$ cat config.mk
export PLATFORM = sky130hd
export DESIGN_NAME = id_stage_pipe
export DESIGN_NICKNAME = d
export VERILOG_FILES = /design/src/rtl/id_stage_pipe.sv
export SDC_FILE = /design/constraint.sdc
export NUM_CORES = 1
export LEC_CHECK = 0
export CAP_MARGIN = 20
export CORE_MARGIN = 8
export CORE_UTILIZATION = 45
export CTS_CLUSTER_SIZE = 40
export DETAILED_ROUTE_END_ITERATION = 16
export DONT_BUFFER_PORTS = 1
export PLACE_DENSITY_LB_ADDON = 0.25
export SLEW_MARGIN = 5
export SYNTH_ARGS = -nofsm -noshare
export SYNTH_HDL_FRONTEND = slang
export SYNTH_SLANG_ARGS = --single-unit
$ cat constraint.sdc
create_clock -name clk -period 3.56 [get_ports clk]
set_input_delay 1.068 -clock clk [delete_from_list [all_inputs] [get_ports clk]]
set_output_delay 1.068 -clock clk [all_outputs]
set_load 0.005 [all_outputs]
$ cat src/rtl/id_stage_pipe.sv
`default_nettype none
// ============================================================================
// Module      : id_stage_pipe
// Description : Registered instruction-decode stage with valid/ready on both
//               sides, branch resolution and sticky halt. Optional macro
//               ID_HAZARD_STALL_EN adds a two-deep read-after-write stall.
// Revision    : 1.0 - initial release
// ============================================================================
module id_stage_pipe #(
    parameter int DATA_W = 16,
    parameter int RA_W   = 4,
    parameter int BOFF_W = 9
) (
    input  logic              clk,
    input  logic              rst,
    input  logic              in_valid,
    output logic              in_ready,
    input  logic [DATA_W-1:0] instr,
    input  logic [DATA_W-1:0] pc,
    input  logic              flag_n,
    input  logic              flag_z,
    input  logic              flag_v,
    output logic              out_valid,
    input  logic              out_ready,
    output logic [RA_W-1:0]   p0_addr,
    output logic [RA_W-1:0]   p1_addr,
    output logic [RA_W-1:0]   dst_addr,
    output logic              re0,
    output logic              re1,
    output logic              we,
    output logic [RA_W-1:0]   shamt,
    output logic [2:0]        func,
    output logic              src1sel,
    output logic              redirect,
    output logic [DATA_W-1:0] new_pc,
    output logic              hlt
);

    localparam logic [3:0] c_OP_ADD  = 4'h0;
    localparam logic [3:0] c_OP_ADDZ = 4'h1;
    localparam logic [3:0] c_OP_SUB  = 4'h2;
    localparam logic [3:0] c_OP_AND  = 4'h3;
    localparam logic [3:0] c_OP_NOR  = 4'h4;
    localparam logic [3:0] c_OP_SLL  = 4'h5;
    localparam logic [3:0] c_OP_SRL  = 4'h6;
    localparam logic [3:0] c_OP_SRA  = 4'h7;
    localparam logic [3:0] c_OP_LHB  = 4'hA;
    localparam logic [3:0] c_OP_LLB  = 4'hB;
    localparam logic [3:0] c_OP_B    = 4'hC;
    localparam logic [3:0] c_OP_JAL  = 4'hD;
    localparam logic [3:0] c_OP_JR   = 4'hE;
    localparam logic [3:0] c_OP_HLT  = 4'hF;

    // ------------------------------------------------------------------------
    // Combinational decode of the candidate instruction
    // ------------------------------------------------------------------------
    logic [3:0]        w_op;
    logic [2:0]        w_cond;
    logic [RA_W-1:0]   w_dst;
    logic [RA_W-1:0]   w_p1;
    logic [RA_W-1:0]   w_p0;
    logic [RA_W-1:0]   w_shamt;
    logic [2:0]        w_func;
    logic              w_we;
    logic              w_re;
    logic              w_src1sel;
    logic              w_is_br;
    logic              w_is_hlt;
    logic              w_cond_met;
    logic              w_taken;
    logic [DATA_W-1:0] w_boff_sext;
    logic [DATA_W-1:0] w_pc_inc;
    logic [DATA_W-1:0] w_next_pc;
    logic              w_accept;
    logic              w_hazard;

    assign w_op    = instr[DATA_W-1 -: 4];
    assign w_cond  = instr[BOFF_W +: 3];
    assign w_dst   = instr[2*RA_W +: RA_W];
    assign w_p1    = instr[RA_W +: RA_W];
    assign w_p0    = (w_op == c_OP_LHB) ? instr[2*RA_W +: RA_W] : instr[0 +: RA_W];
    assign w_shamt = (w_op == c_OP_LLB) ? '0 : instr[0 +: RA_W];

    always_comb begin
        w_func    = 3'b000;
        w_we      = 1'b1;
        w_re      = 1'b1;
        w_src1sel = 1'b1;
        w_is_br   = 1'b0;
        w_is_hlt  = 1'b0;
        case (w_op)
            c_OP_ADD, c_OP_JAL: w_func = 3'b000;
            c_OP_ADDZ:          w_we   = flag_z;
            c_OP_SUB:           w_func = 3'b001;
            c_OP_AND:           w_func = 3'b010;
            c_OP_NOR:           w_func = 3'b011;
            c_OP_SLL:           w_func = 3'b100;
            c_OP_SRL:           w_func = 3'b101;
            c_OP_SRA:           w_func = 3'b111;
            c_OP_LHB: begin
                w_func    = 3'b110;
                w_src1sel = 1'b0;
            end
            c_OP_LLB: begin
                w_func    = 3'b100;
                w_src1sel = 1'b0;
                w_re      = 1'b0;
            end
            c_OP_B: begin
                w_we    = 1'b0;
                w_re    = 1'b0;
                w_is_br = 1'b1;
            end
            c_OP_JR:            w_we = 1'b0;
            c_OP_HLT: begin
                w_we     = 1'b0;
                w_is_hlt = 1'b1;
            end
            default:            w_we = 1'b0;
        endcase
    end

    always_comb begin
        w_cond_met = 1'b0;
        case (w_cond)
            3'b000:  w_cond_met = !flag_z;
            3'b001:  w_cond_met = flag_z;
            3'b010:  w_cond_met = !flag_z && !flag_n;
            3'b011:  w_cond_met = flag_n;
            3'b100:  w_cond_met = !flag_n;
            3'b101:  w_cond_met = flag_n || flag_z;
            3'b110:  w_cond_met = flag_v;
            default: w_cond_met = 1'b1;
        endcase
    end

    assign w_taken     = w_is_br && w_cond_met;
    assign w_boff_sext = {{(DATA_W-BOFF_W){instr[BOFF_W-1]}}, instr[BOFF_W-1:0]};
    assign w_pc_inc    = pc + DATA_W'(1);
    assign w_next_pc   = w_taken ? (w_pc_inc + w_boff_sext) : w_pc_inc;

    // ------------------------------------------------------------------------
    // Output register bank
    // ------------------------------------------------------------------------
    logic              r_out_valid;
    logic              r_hlt;
    logic              r_redirect;
    logic [DATA_W-1:0] r_new_pc;
    logic [RA_W-1:0]   r_p0;
    logic [RA_W-1:0]   r_p1;
    logic [RA_W-1:0]   r_dst;
    logic [RA_W-1:0]   r_shamt;
    logic [2:0]        r_func;
    logic              r_re0;
    logic              r_re1;
    logic              r_we;
    logic              r_src1sel;

    assign in_ready = !r_hlt && (!r_out_valid || out_ready) && !w_hazard;
    assign w_accept = in_valid && in_ready;

    always_ff @(posedge clk) begin
        if (rst) begin
            r_out_valid <= 1'b0;
            r_hlt       <= 1'b0;
            r_redirect  <= 1'b0;
            r_new_pc    <= '0;
            r_p0        <= '0;
            r_p1        <= '0;
            r_dst       <= '0;
            r_shamt     <= '0;
            r_func      <= 3'b000;
            r_re0       <= 1'b0;
            r_re1       <= 1'b0;
            r_we        <= 1'b0;
            r_src1sel   <= 1'b0;
        end else begin
            // redirect only lives for the first valid cycle of its bundle
            r_redirect <= 1'b0;
            if (w_accept) begin
                r_out_valid <= 1'b1;
                r_redirect  <= w_taken;
                r_new_pc    <= w_next_pc;
                r_p0        <= w_p0;
                r_p1        <= w_p1;
                r_dst       <= w_dst;
                r_shamt     <= w_shamt;
                r_func      <= w_func;
                r_re0       <= w_re;
                r_re1       <= w_re;
                r_we        <= w_we;
                r_src1sel   <= w_src1sel;
                if (w_is_hlt) begin
                    r_hlt <= 1'b1;
                end
            end else if (out_ready) begin
                r_out_valid <= 1'b0;
            end
        end
    end

`ifdef ID_HAZARD_STALL_EN
    // Two-entry history of emitted writers; entry 0 is the youngest.
    logic [RA_W-1:0] r_hz0_dst;
    logic            r_hz0_we;
    logic [RA_W-1:0] r_hz1_dst;
    logic            r_hz1_we;
    logic            w_hit_p0;
    logic            w_hit_p1;

    assign w_hit_p0 = (w_p0 != '0) &&
                      ((r_hz0_we && (w_p0 == r_hz0_dst)) || (r_hz1_we && (w_p0 == r_hz1_dst)));
    assign w_hit_p1 = (w_p1 != '0) &&
                      ((r_hz0_we && (w_p1 == r_hz0_dst)) || (r_hz1_we && (w_p1 == r_hz1_dst)));
    assign w_hazard = w_re && (w_hit_p0 || w_hit_p1);

    always_ff @(posedge clk) begin
        if (rst) begin
            r_hz0_dst <= '0;
            r_hz0_we  <= 1'b0;
            r_hz1_dst <= '0;
            r_hz1_we  <= 1'b0;
        end else if (!(r_out_valid && !out_ready)) begin
            // handshakes and bubbles both age the history; a held bundle does not
            r_hz0_dst <= w_dst;
            r_hz0_we  <= w_accept && w_we;
            r_hz1_dst <= r_hz0_dst;
            r_hz1_we  <= r_hz0_we;
        end
    end
`else
    assign w_hazard = 1'b0;
`endif

    assign out_valid = r_out_valid;
    assign hlt       = r_hlt;
    assign redirect  = r_redirect;
    assign new_pc    = r_new_pc;
    assign p0_addr   = r_p0;
    assign p1_addr   = r_p1;
    assign dst_addr  = r_dst;
    assign shamt     = r_shamt;
    assign func      = r_func;
    assign re0       = r_re0;
    assign re1       = r_re1;
    assign we        = r_we;
    assign src1sel   = r_src1sel;

endmodule
`default_nettype wire

==> metrics.md <==
| Metric | Value |
|---|---|
| Post-Syn Area | `0.00285 mm^2` |
| RSZ-0062 raised after global routing | `false` |
| Die height | `95.6 um` |
| Worst skew pair latency | `0.29 ns` |
| Post-synth net total | `420` |
| RePlAce Congestion | `0.925` |
| Status | `finished, final reports clean` |
| Max-Cap Viols | `0` |
| Pwr Density | `389 mW/mm^2` |
| #FFs+latches synth | `41` |
| Final Hold Viols | `0` |
| Min Tclk post-route | `3.34 ns` |
| Total iterations of the first detailed-routing run | `4` |
| Iteration-0 DRC Markers | `177` |
| Worst hold path type | `reg -> reg` |
| Nets | `419` |
| Crit end category | `flop` |
| Antenna-violating nets left | `0` |
| CP max-delay cell | `ha_1` |
| Remaining Overflow, GRT | `0` |
| Clock buffer depth | `2` |
| Initial core utilization | `0.457` |
| H-tree depth | `2` |
| Hold_ws | `0.471 ns` |
| Max_slew headroom | `0.612` |
| # resized after CTS | `0` |
| Post-Synthesis Cells | `360` |
| Hpwl dp | `6.33 mm` |
| TritonCTS clock tree | `yes` |
| Postcts setup bufs | `0` |
| Clk slew on worst S/H paths | `0.08 ns` |
| Routed WL | `8.04 mm` |
| # rows | `29` |
| GR Layer Usage met2 | `0.303` |
| Part of the cycle the worst path needs | `0.937` |
| Largest net degree at the start of global routing | `43` |
| Top_reg_cell synth | `dfxtp_1` |
| Die Width | `95.6 um` |
| Post-route DRC | `0` |
| Met1 usage | `0.218` |
| GRT busiest layer | `met2` |
| Syn avg cell area | `7.92 um^2` |
| # hold bufs at CTS | `0` |
| Async SR Flop Fraction | `0` |
| Required @ worst endpoint | `3.73 ns` |
| Post-synth EDFFs | `0` |
| GRT Total Usage | `0.181` |
| WL/cell | `18.4 um` |
| Critical path startpoint category | `input port` |
| Pleak | `1.20 nW` |
| Layout area overhead | `7.54%` |
| Diodes inserted | `0` |
| Max IR drop VDD | `0.320 mV` |
| Post-DR vias/cell | `6.09` |
| Fin Clk Skew | `0.00909 ns` |
| Finished layout cell area | `0.00307 mm^2` |
| Fmax | `0.300 GHz` |
| Initial antenna violation count | `0` |
| Met3 Track Usage GR | `0.0528` |
| Root buf cell | `clkbuf_8` |
| Non-Filler Instances | `437` |
| Critical Path Max Stage Delay | `0.33 ns` |
| Synth Warn # | `0` |
| Share of cells above drive strength 1 | `0.0833` |
| Sequential share of the synthesized area | `0.288` |
| Post-Place Cells | `429` |
| Vias in the first global route | `2612` |
| I/O Pins | `82` |
| Crit-path max FO | `6` |
| Core box area | `0.00624 mm^2` |
| Clock sink count | `41` |
| Die area | `0.00914 mm^2` |
| Global-route wire length before repair | `13.3 mm` |
| Number of distinct library cells after synthesis | `53` |
| Placed cell area | `0.00295 mm^2` |
| Count of pins over their slew limit | `0` |
| Fillcell total | `647` |
| Vias | `2660` |
| Num CTS Buffers | `5` |
| Critical setup path kind | `in -> reg` |
| Port buffer count | `0` |
| Tightest Pin Transition | `0.580 ns` |
| Worst Path Arrival | `3.51 ns` |
| Critical Path, Cell by Cell | `nand4_2 > nor2_1 > nand4_1 > xnor2_1 > ha_1 > and4_1 > a211o_1 > o22ai_1 > a21oi_1 > o211a_1 > or3_1` |
| Setup violators final | `0` |
[placed cells by master, fill, tap and decap left out, drive strengths merged, types with 3 or more instances in the layout]
cell / instances
a211oi: 12
nor2b: 3
and3: 7
a21o: 5
mux2i: 5
nor3b: 6
ha: 20
nor2: 38
nor3: 5
o21ai: 16
xor2: 10
nand2b: 3
o211ai: 5
a22oi: 5
dfxtp: 41
xnor2: 14
buf: 11
inv: 8
nor4: 5
nand4: 5
a21oi: 31
clkbuf: 7
a311oi: 8
nand3: 11
o21a: 3
nand2: 46
a31oi: 7
[synthesized netlist by cell type, drive strengths merged (7+ instances only)]
cell type / number / share of area
a211oi: 12 / 0.032
dfxtp: 41 / 0.29
inv: 8 / 0.011
xnor2: 14 / 0.043
buf: 8 / 0.014
nor2: 38 / 0.050
xor2: 10 / 0.031
a31oi: 7 / 0.015
nand2: 46 / 0.061
ha: 20 / 0.088
a311oi: 8 / 0.027
a21oi: 31 / 0.057
nand3: 11 / 0.019
clkbuf: 11 / 0.014
and3: 7 / 0.015
o21ai: 16 / 0.032
[layout make-up]
type | instances | area, um^2 | share of cell area
multi-input cells | 292 | 1920 | 0.626
flip-flops and latches | 41 | 821 | 0.268
well taps | 77 | 96.3 | 0.0314
clock buffers | 7 | 86.3 | 0.0281
repair buffers | 11 | 82.6 | 0.0269
clock inverters | 1 | 30.0 | 0.00979
inverters | 8 | 30.0 | 0.00979
[path summary, 6_finish.rpt]
kind	start	cells past startpoint	slack, ns	endpoint
setup / recovery	pc[3]	11	0.22	new_pc[15]
hold / removal	func[0]	2	0.47	func[0]
setup reg to reg	out_valid	5	1.83	new_pc[3]
hold reg to reg	func[0]	2	0.47	func[0]
[kinds of logic (layout without fill, tap and decap cells)]
logic type | after synthesis | after routing | synth area share
simple gates | 136 | 136 | 0.232
compound gates | 106 | 106 | 0.256
flops | 41 | 41 | 0.288
buf+inv | 27 | 27 | 0.0386
xor+xnor | 24 | 24 | 0.0737
fa+ha+maj | 21 | 21 | 0.0947
mux | 5 | 5 | 0.0175
[worst max-delay path, delay by kind of cell]
family | cells | cell delay [ns]
AOI/OAI and AO/OA | 4 | 0.75
xor gates and xnor gates | 1 | 0.29
adders and majority gates | 1 | 0.33
and+or+nand+nor | 5 | 1.08
[state kept, by name (all words and copies together), names as in the netlist]
name	cells
new_pc	16
dst_addr	4
p0_addr	4
p1_addr	4
shamt	4
func	3
hlt	1
out_valid	1
re1	1
redirect	1
src1sel	1
we	1
[power breakdown]
part | total (W) | leakage (nW) | internal, W | switching, W
logic | 0.000282 | 0.806 | 0.000124 | 0.000158
registers | 0.000523 | 0.339 | 0.000493 | 0.0000298
clock network | 0.000387 | 0.0585 | 0.000229 | 0.000158
[metrics by stage]
step | setup slack, ns | TNS [ns] | total power, W | utilization
floorplan | 0.0306 | 0 | 0.000752 | -
global placement | -0.00522 | -0.00522 | 0.000808 | 0.473
detailed placement | -0.0808 | -0.0808 | 0.000815 | 0.473
CTS | 0.221 | 0 | 0.00120 | 0.492
global route | 0.0135 | 0 | 0.00126 | 0.492
finish | 0.223 | 0 | 0.00119 | 0.492
[per-layer routing]
| metal | part of all wire | wire length [um] |
|---|---|---|
| met3 | 0.10 | 829 |
| met4 | 0.015 | 121 |
| met1 | 0.42 | 3350 |
| met5 | 0 | 0 |
| met2 | 0.46 | 3730 |
No activity file was read; power rests on OpenSTA's default activity.
